$ cat src/rtl/my_if_stream_source.sv
// Upstream byte source for the my_if data path: valid/ready producer port into a
// first-word-fall-through FIFO, with occupancy and producer-stall reporting.
module my_if_stream_source #(
    parameter int WIDTH = 8,
    parameter int DEPTH = 4
) (
    input  logic                       clk,
    input  logic                       reset_n,
    input  logic                       in_valid,
    input  logic [WIDTH-1:0]           in_data,
    output logic                       in_ready,
    output logic                       out_valid,
    output logic [WIDTH-1:0]           out_data,
    input  logic                       out_ready,
    input  logic                       flush,
    output logic [$clog2(DEPTH):0]     level,
    output logic [7:0]                 stall_count
);

    localparam int AW = $clog2(DEPTH);
    localparam int LW = AW + 1;

    logic [WIDTH-1:0] mem [DEPTH];
    logic [AW-1:0]    wp;
    logic [AW-1:0]    rp;
    logic [LW-1:0]    level_q;
    logic [7:0]       stall_q;

    logic full;
    logic empty;
    logic push;
    logic pop;
    logic stall;

    // Status comes only from the registered level, so ready/valid never depend
    // combinationally on the opposite handshake.
    assign full  = (level_q == LW'(DEPTH));
    assign empty = (level_q == '0);
    assign push  = in_valid && !full && !flush;
    assign pop   = !empty && out_ready && !flush;
    assign stall = in_valid && full;

    assign in_ready    = !full;
    assign out_valid   = !empty;
    assign out_data    = mem[rp];
    assign level       = level_q;
    assign stall_count = stall_q;

    always_ff @(posedge clk or negedge reset_n) begin
        if (!reset_n) begin
            wp      <= '0;
            rp      <= '0;
            level_q <= '0;
            stall_q <= '0;
            for (int i = 0; i < DEPTH; i++) begin
                mem[i] <= '0;
            end
        end else begin
            if (push) begin
                mem[wp] <= in_data;
            end

            if (flush) begin
                wp      <= '0;
                rp      <= '0;
                level_q <= '0;
            end else begin
                if (push) begin
                    wp <= wp + AW'(1);
                end
                if (pop) begin
                    rp <= rp + AW'(1);
                end
                case ({push, pop})
                    2'b10:   level_q <= level_q + LW'(1);
                    2'b01:   level_q <= level_q - LW'(1);
                    default: level_q <= level_q;
                endcase
            end

            // Stalls keep counting through a flush and saturate at 255.
            if (stall && (stall_q != 8'hFF)) begin
                stall_q <= stall_q + 8'd1;
            end
        end
    end

endmodule

$ cat config.mk
export PLATFORM = sky130hd
export DESIGN_NAME = my_if_stream_source
export DESIGN_NICKNAME = d
export VERILOG_FILES = /design/src/rtl/my_if_stream_source.sv
export SDC_FILE = /design/constraint.sdc
export NUM_CORES = 1
export LEC_CHECK = 0
export CORE_UTILIZATION = 40
export DETAILED_ROUTE_END_ITERATION = 7
export PLACE_DENSITY = 0.71
export SYNTH_ARGS = -nofsm -noshare
export SYNTH_HDL_FRONTEND = slang
export SYNTH_SLANG_ARGS = --single-unit
$ cat constraint.sdc
create_clock -name clk -period 4.1 [get_ports clk]
set_clock_uncertainty 0.2 [all_clocks]
set_input_delay 0.82 -clock clk [delete_from_list [all_inputs] [get_ports clk]]
set_output_delay 0.82 -clock clk [all_outputs]
set_load 0.02 [all_outputs]
==> results_dict.tcl, run 1 <==
set metrics [dict create \
    rr_endpoint "level[1]" \
    grt_pass1_wl_um 7210 \
    r2r-start "level[1]" \
    vias_per_cell 5.19 \
    clockBufferDepth 2 \
    period_share 0.783 \
    arrival_ps 2190 \
    root_buffer "clkbuf_8" \
    grt_pass1_vias 1500 \
    power.leakage_nw 1.32 \
    worstMarginPinSlew_ps 1030 \
    fp.dieH_um 80.7 \
    drv_cap 0 \
    vias 1458 \
    max_freq_ghz 0.311 \
    worst-r2r-cell-count 6 \
    synth_area_leaders "dfrtp_1 (47%), mux2_4 (19%), mux4_2 (7.3%)" \
    wl_per_cell_um 15.6 \
    n_antenna_cell 0 \
    cts_resized 0 \
    grt_max_degree 48 \
    synth.avg_cell_area_um2 14.2 \
    fp.dieW_um 80.7 \
    final_nets 225 \
    ys_seq_elements 47 \
    antenna_found_initial 0 \
    hpwl_um 2960 \
    path_max_fanout 10 \
    hold_class "flip-flop to flip-flop" \
    slew_viol_final 0 \
    yosysWarnings 0 \
    holdWs_ps 312 \
    rrSetupSlack_ps 1630 \
    cts_made_buffers 5 \
    cts_setup_buffers 0 \
    hold_viol 0 \
    die_area_mm2 0.00651 \
    synth_cells 174 \
    dr.pass1.iters 4 \
    worstSetupPathType "flip-flop to output port" \
    yosysSeqAreaShare 0.475 \
    crit_start "rp[0]" \
    cts.sinks 47 \
    finalSetupViolCount 0 \
    drt_iter0_markers 33 \
    rsz0062_at_grt "no" \
    period_minus_slack_ps 3210 \
    final_cell_count_no_fill 281 \
    htreeDepth 2 \
    drive_above_1_share 0.282 \
    areaGrowthSynthToFinish_pct 19.0 \
    layout_common_cells "dfrtp_1 (47), mux2_4 (32), clkdlybuf4s50_1 (32), nand2_1 (11), mux4_2 (8)" \
    ctsHoldBuffers 0 \
    syn-num-nets 193 \
    ant_nets 0 \
    synthDistinctLibCells 38 \
    drt-total-wl_um 4390 \
    drcViolationCount 0 \
    ios 34 \
    dp.cells 274 \
    core_mm2 0.00596 \
    start_kind "flip-flop" \
    routabilityCongestion 0.722 \
    grt_overflow_total 0 \
    endpoint "out_data[2]" \
    ir_drop_uv 312 \
    cts_tree "built" \
    p_per_area_mw_per_mm2 548 \
    status "finished, final reports clean" \
    required_ps 3080 \
    placementRows 28 \
    setup-tns-final_ps 0 \
    mostFrequentLayoutCell "dfrtp_1" \
    grt.total_usage 0.147 \
    netlist_area_mm2 0.00248 \
    endpoint_kind "output port" \
    clkTransAtPathRegs_ps 80 \
    yosys.area.top_type "dfrtp_1" \
    initial_core_util 0.416 \
    clkLatencyLatePin_ps 290 \
    io_buffers 33 \
    synth_top_area_share 0.475 \
    slew_headroom 0.313 \
]
-- kinds of logic (layout without fill, tap and decap cells) --
logic type | Yosys count | after routing | synth area share
XOR/XNOR | 7 | 7 | 0.0247
AND/OR/NAND/NOR | 39 | 39 | 0.109
adder cells (fa/ha/maj) | 6 | 6 | 0.0333
flip-flops | 47 | 47 | 0.475
buffers and inverters | 12 | 44 | 0.0263
multiplexers | 44 | 44 | 0.285
AO/OA/AOI/OAI | 19 | 19 | 0.0470
-- sequential cells by signal, summed over array words and instances, names as in the netlist --
signal and flops:
rp 2, stall_count 8, wp 2, mem 32, level 3
-- report_power, final --
| group | switching, mW | internal [mW] |
|---|---|---|
| Clock | 0.143 | 0.179 |
| Combinational | 0.210 | 0.368 |
| Sequential | 0.111 | 0.606 |
| Total | 0.464 | 1.15 |
-- how the worst min path moves through the flow --
| stage | startpoint | end | slack [ps] | depth (start not counted) |
|---|---|---|---|---|
| after floorplan | mem[10] | mem[10] | 280 | 1 |
| final | mem[9] | mem[9] | 310 | 1 |
| after CTS | mem[9] | mem[9] | 310 | 1 |
| after global placement | mem[20] | mem[20] | 290 | 1 |
| after detailed placement | mem[28] | mem[28] | 290 | 1 |
| after global routing | mem[9] | mem[9] | 330 | 1 |
-- layer usage --
metal | GRT usage | vias up | routed length, um
li1 | - | 690 | -
met1 | 0.197 | 732 | 2100
met2 | 0.243 | 29 | 2090
met3 | 0.0239 | 7 | 149
met4 | 0.0429 | 0 | 46
met5 | 0 | - | 0
-- worst max-delay path, cell delays in order (launching register included) --
cell and delay (ps):
dfrtp_1 750, mux4_2 600, clkdlybuf4s50_1 550
-- through the flow --
step                      instance area (um^2)  setup WS (ps)   util  total power, mW
after floorplan                           2480           1570      -             1.11
after CTS                                 2950            848  0.495             1.63
final                                     2950            889  0.495             1.62
after global routing                      2950            771  0.495             1.71
after global placement                    2850            981  0.478             1.29
after detailed placement                  2850            961  0.478             1.30
-- cells in the mapped netlist, drive strengths merged --
cell,n
dfrtp,47
mux2,36
nand2,15
mux4,8
a21oi,7
buf,7
ha,5
nor2,5
xnor2,5
inv,4
nand3,4
o21ai,4
a2111oi,2
nand2b,2
nand3b,2
nand4,2
nor3,2
or3,2
or3b,2
xor2,2
a221oi,1
a22oi,1
a31oi,1
and3,1
and3b,1
and4bb,1
clkbuf,1
fa,1
o21a,1
o21bai,1
o22ai,1
-- area by class of cell --
class | count | area, um^2
clock buffers | 6 | 72.6
clock inverters | 1 | 30.0
fillers | 510 | 3010
inverters | 4 | 15.0
multi-input cells | 115 | 1240
flip-flops and latches | 47 | 1180
well taps | 75 | 93.8
repair buffers | 33 | 325
No activity file was read; power rests on OpenSTA's default activity.
==> run 2: changes to the inputs <==
PLACE_DENSITY = 0.74   (was 0.71)
clock period = 2.6 ns   (was 4.1 ns; I/O delays follow)
==> run 2 against run 1 <==
Effect of this change: the flow now finishes with violations (negative hold slack); hold slack lost 340 ps; wire length grew 1.3%; die area is the same; sequential share of layout area shrank 1.5 points; critical path type unchanged; critical endpoint is now out_data[0]; largest power group unchanged.
==> results_dict.tcl, run 2 (synthesis results as in run 1) <==
set metrics [dict create \
    status "finished, violations left" \
    violations "negative hold slack" \
    p_per_area_mw_per_mm2 848 \
    r2r-start "level[0]" \
    required_ps 1880 \
    grt.total_usage 0.159 \
    grt_overflow_total 0 \
    cts_setup_buffers 0 \
    ant_nets 0 \
    htreeDepth 2 \
    gr-usage-met3 0.0341 \
    path_buf_inv 2 \
    grt_pass1_wl_um 7780 \
    n_fill_cell 528 \
    worst-r2r-cell-count 6 \
    ctsHoldBuffers 0 \
    clkTransAtPathRegs_ps 90 \
    largest_reg_flops 32 \
    initial_core_util 0.416 \
    grt_util_met1 0.217 \
    cts_resized 8 \
    mostFrequentLayoutCell "dfrtp_1" \
    fp.dieH_um 80.7 \
    clockBufferDepth 2 \
    n_antenna_cell 0 \
    critPathMaxStageDelay_ps 510 \
    core_mm2 0.00596 \
    wl_per_cell_um 15.3 \
    die_area_mm2 0.00651 \
    slew_viol_final 0 \
    path_max_fanout 8 \
    antenna_found_initial 0 \
    multi_input_area_mm2 0.00124 \
    top_register "mem" \
    final_nets 234 \
    ios 34 \
    endpoint_kind "output port" \
    areaGrowthSynthToFinish_pct 23.6 \
    vias_per_cell 5.15 \
    worstSetupPathType "flip-flop to output port" \
    power.leakage_nw 1.40 \
    crit_chain "buf_12 > mux4_2 > dlygate4sd2_1" \
    cp_top_family "buffers and inverters" \
    rr_endpoint "level[1]" \
    cts_made_buffers 5 \
    root_buffer "clkbuf_8" \
    hold_class "primary input to async pin" \
    rsz0062_at_grt "no" \
    drcViolationCount 0 \
    rrSetupSlack_ps 240 \
    drt_iter0_markers 72 \
    cts.sinks 47 \
    drive_above_1_share 0.319 \
    grt_use_met2 0.254 \
    arrival_ps 1720 \
    setup-tns-final_ps 0 \
    drv_cap 0 \
    holdWs_ps -23.1 \
    fp.dieW_um 80.7 \
    drt-total-wl_um 4450 \
    regArea_mm2 0.00118 \
    busiest_layer "met2" \
    grt_pass1_vias 1582 \
    hpwl_um 3150 \
    slew_headroom 0.667 \
    routabilityCongestion 0.801 \
    period_minus_slack_ps 2440 \
    cp_slowest_cell "mux4_2" \
    hold_viol 19 \
    finalSetupViolCount 0 \
    max_freq_ghz 0.409 \
    worstMarginPinSlew_ps 499 \
    ir_drop_uv 517 \
    grt_max_degree 29 \
    cts_tree "built" \
    start_kind "flip-flop" \
    period_share 0.940 \
    dr.pass1.iters 4 \
    layout_common_cells "dfrtp_1 (47), mux2_4 (32), clkdlybuf4s50_1 (24), nand2_1 (11)" \
    vias 1498 \
    io_buffers 33 \
    clkLatencyLatePin_ps 290 \
    placementRows 28 \
]
-- run 2: changes by cell type in the layout (fill, tap and decap cells not counted) --
cell             delta
clkdlybuf4s50_1     -8
dlygate4sd2_1       +8
buf_12              +3
clkbuf_8            +1
buf_4               +6
inv_6               +1
clkbuf_1            -1
-- run 2: final cells by class --
cell class	count	area share
tap	75	0.0306
inverter	4	0.00490
clock inverter	2	0.0127
multi-input combinational	115	0.404
sequential	47	0.384
timing repair buffer	42	0.137
clock buffer	6	0.0270
-- run 2: metrics by stage --
step / utilization / instance area [um^2] / setup slack [ps] / power [mW] / cells
6_report: 0.514 / 3060 / 156 / 2.60 / 291
5_1_grt: 0.514 / 3060 / 12.3 / 2.75 / 291
4_1_cts: 0.514 / 3060 / 122 / 2.63 / 291
3_5_place_dp: 0.496 / 2950 / 108 / 2.10 / 283
3_3_place_gp: 0.496 / 2950 / 215 / 2.07 / 283
2_1_floorplan: - / 2480 / 69.5 / 1.76 / 174
-- run 2: worst max path at each step --
| stage | from | endpoint | slack [ps] | depth (start not counted) |
|---|---|---|---|---|
| after floorplan | level[0] | level[1] | 70 | 7 |
| after global placement | flush | level[1] | 220 | 5 |
| after detailed placement | in_valid | level[1] | 110 | 6 |
| after CTS | rp[0] | out_data[0] | 120 | 3 |
| after global routing | level[0] | level[1] | 10 | 6 |
| final | rp[0] | out_data[0] | 160 | 3 |
-- run 2: per-layer routing --
layer  wire length, um  part of all wire
met1              2040              0.46
met2              2180              0.49
met3               205             0.046
met4                16            0.0036
met5                 0                 0
-- run 2: power breakdown --
group	switching [mW]	total, mW	internal (mW)	leakage, nW
Combinational	0.364	0.934	0.569	0.736
Sequential	0.145	1.10	0.956	0.603
Clock	0.248	0.564	0.316	0.0618
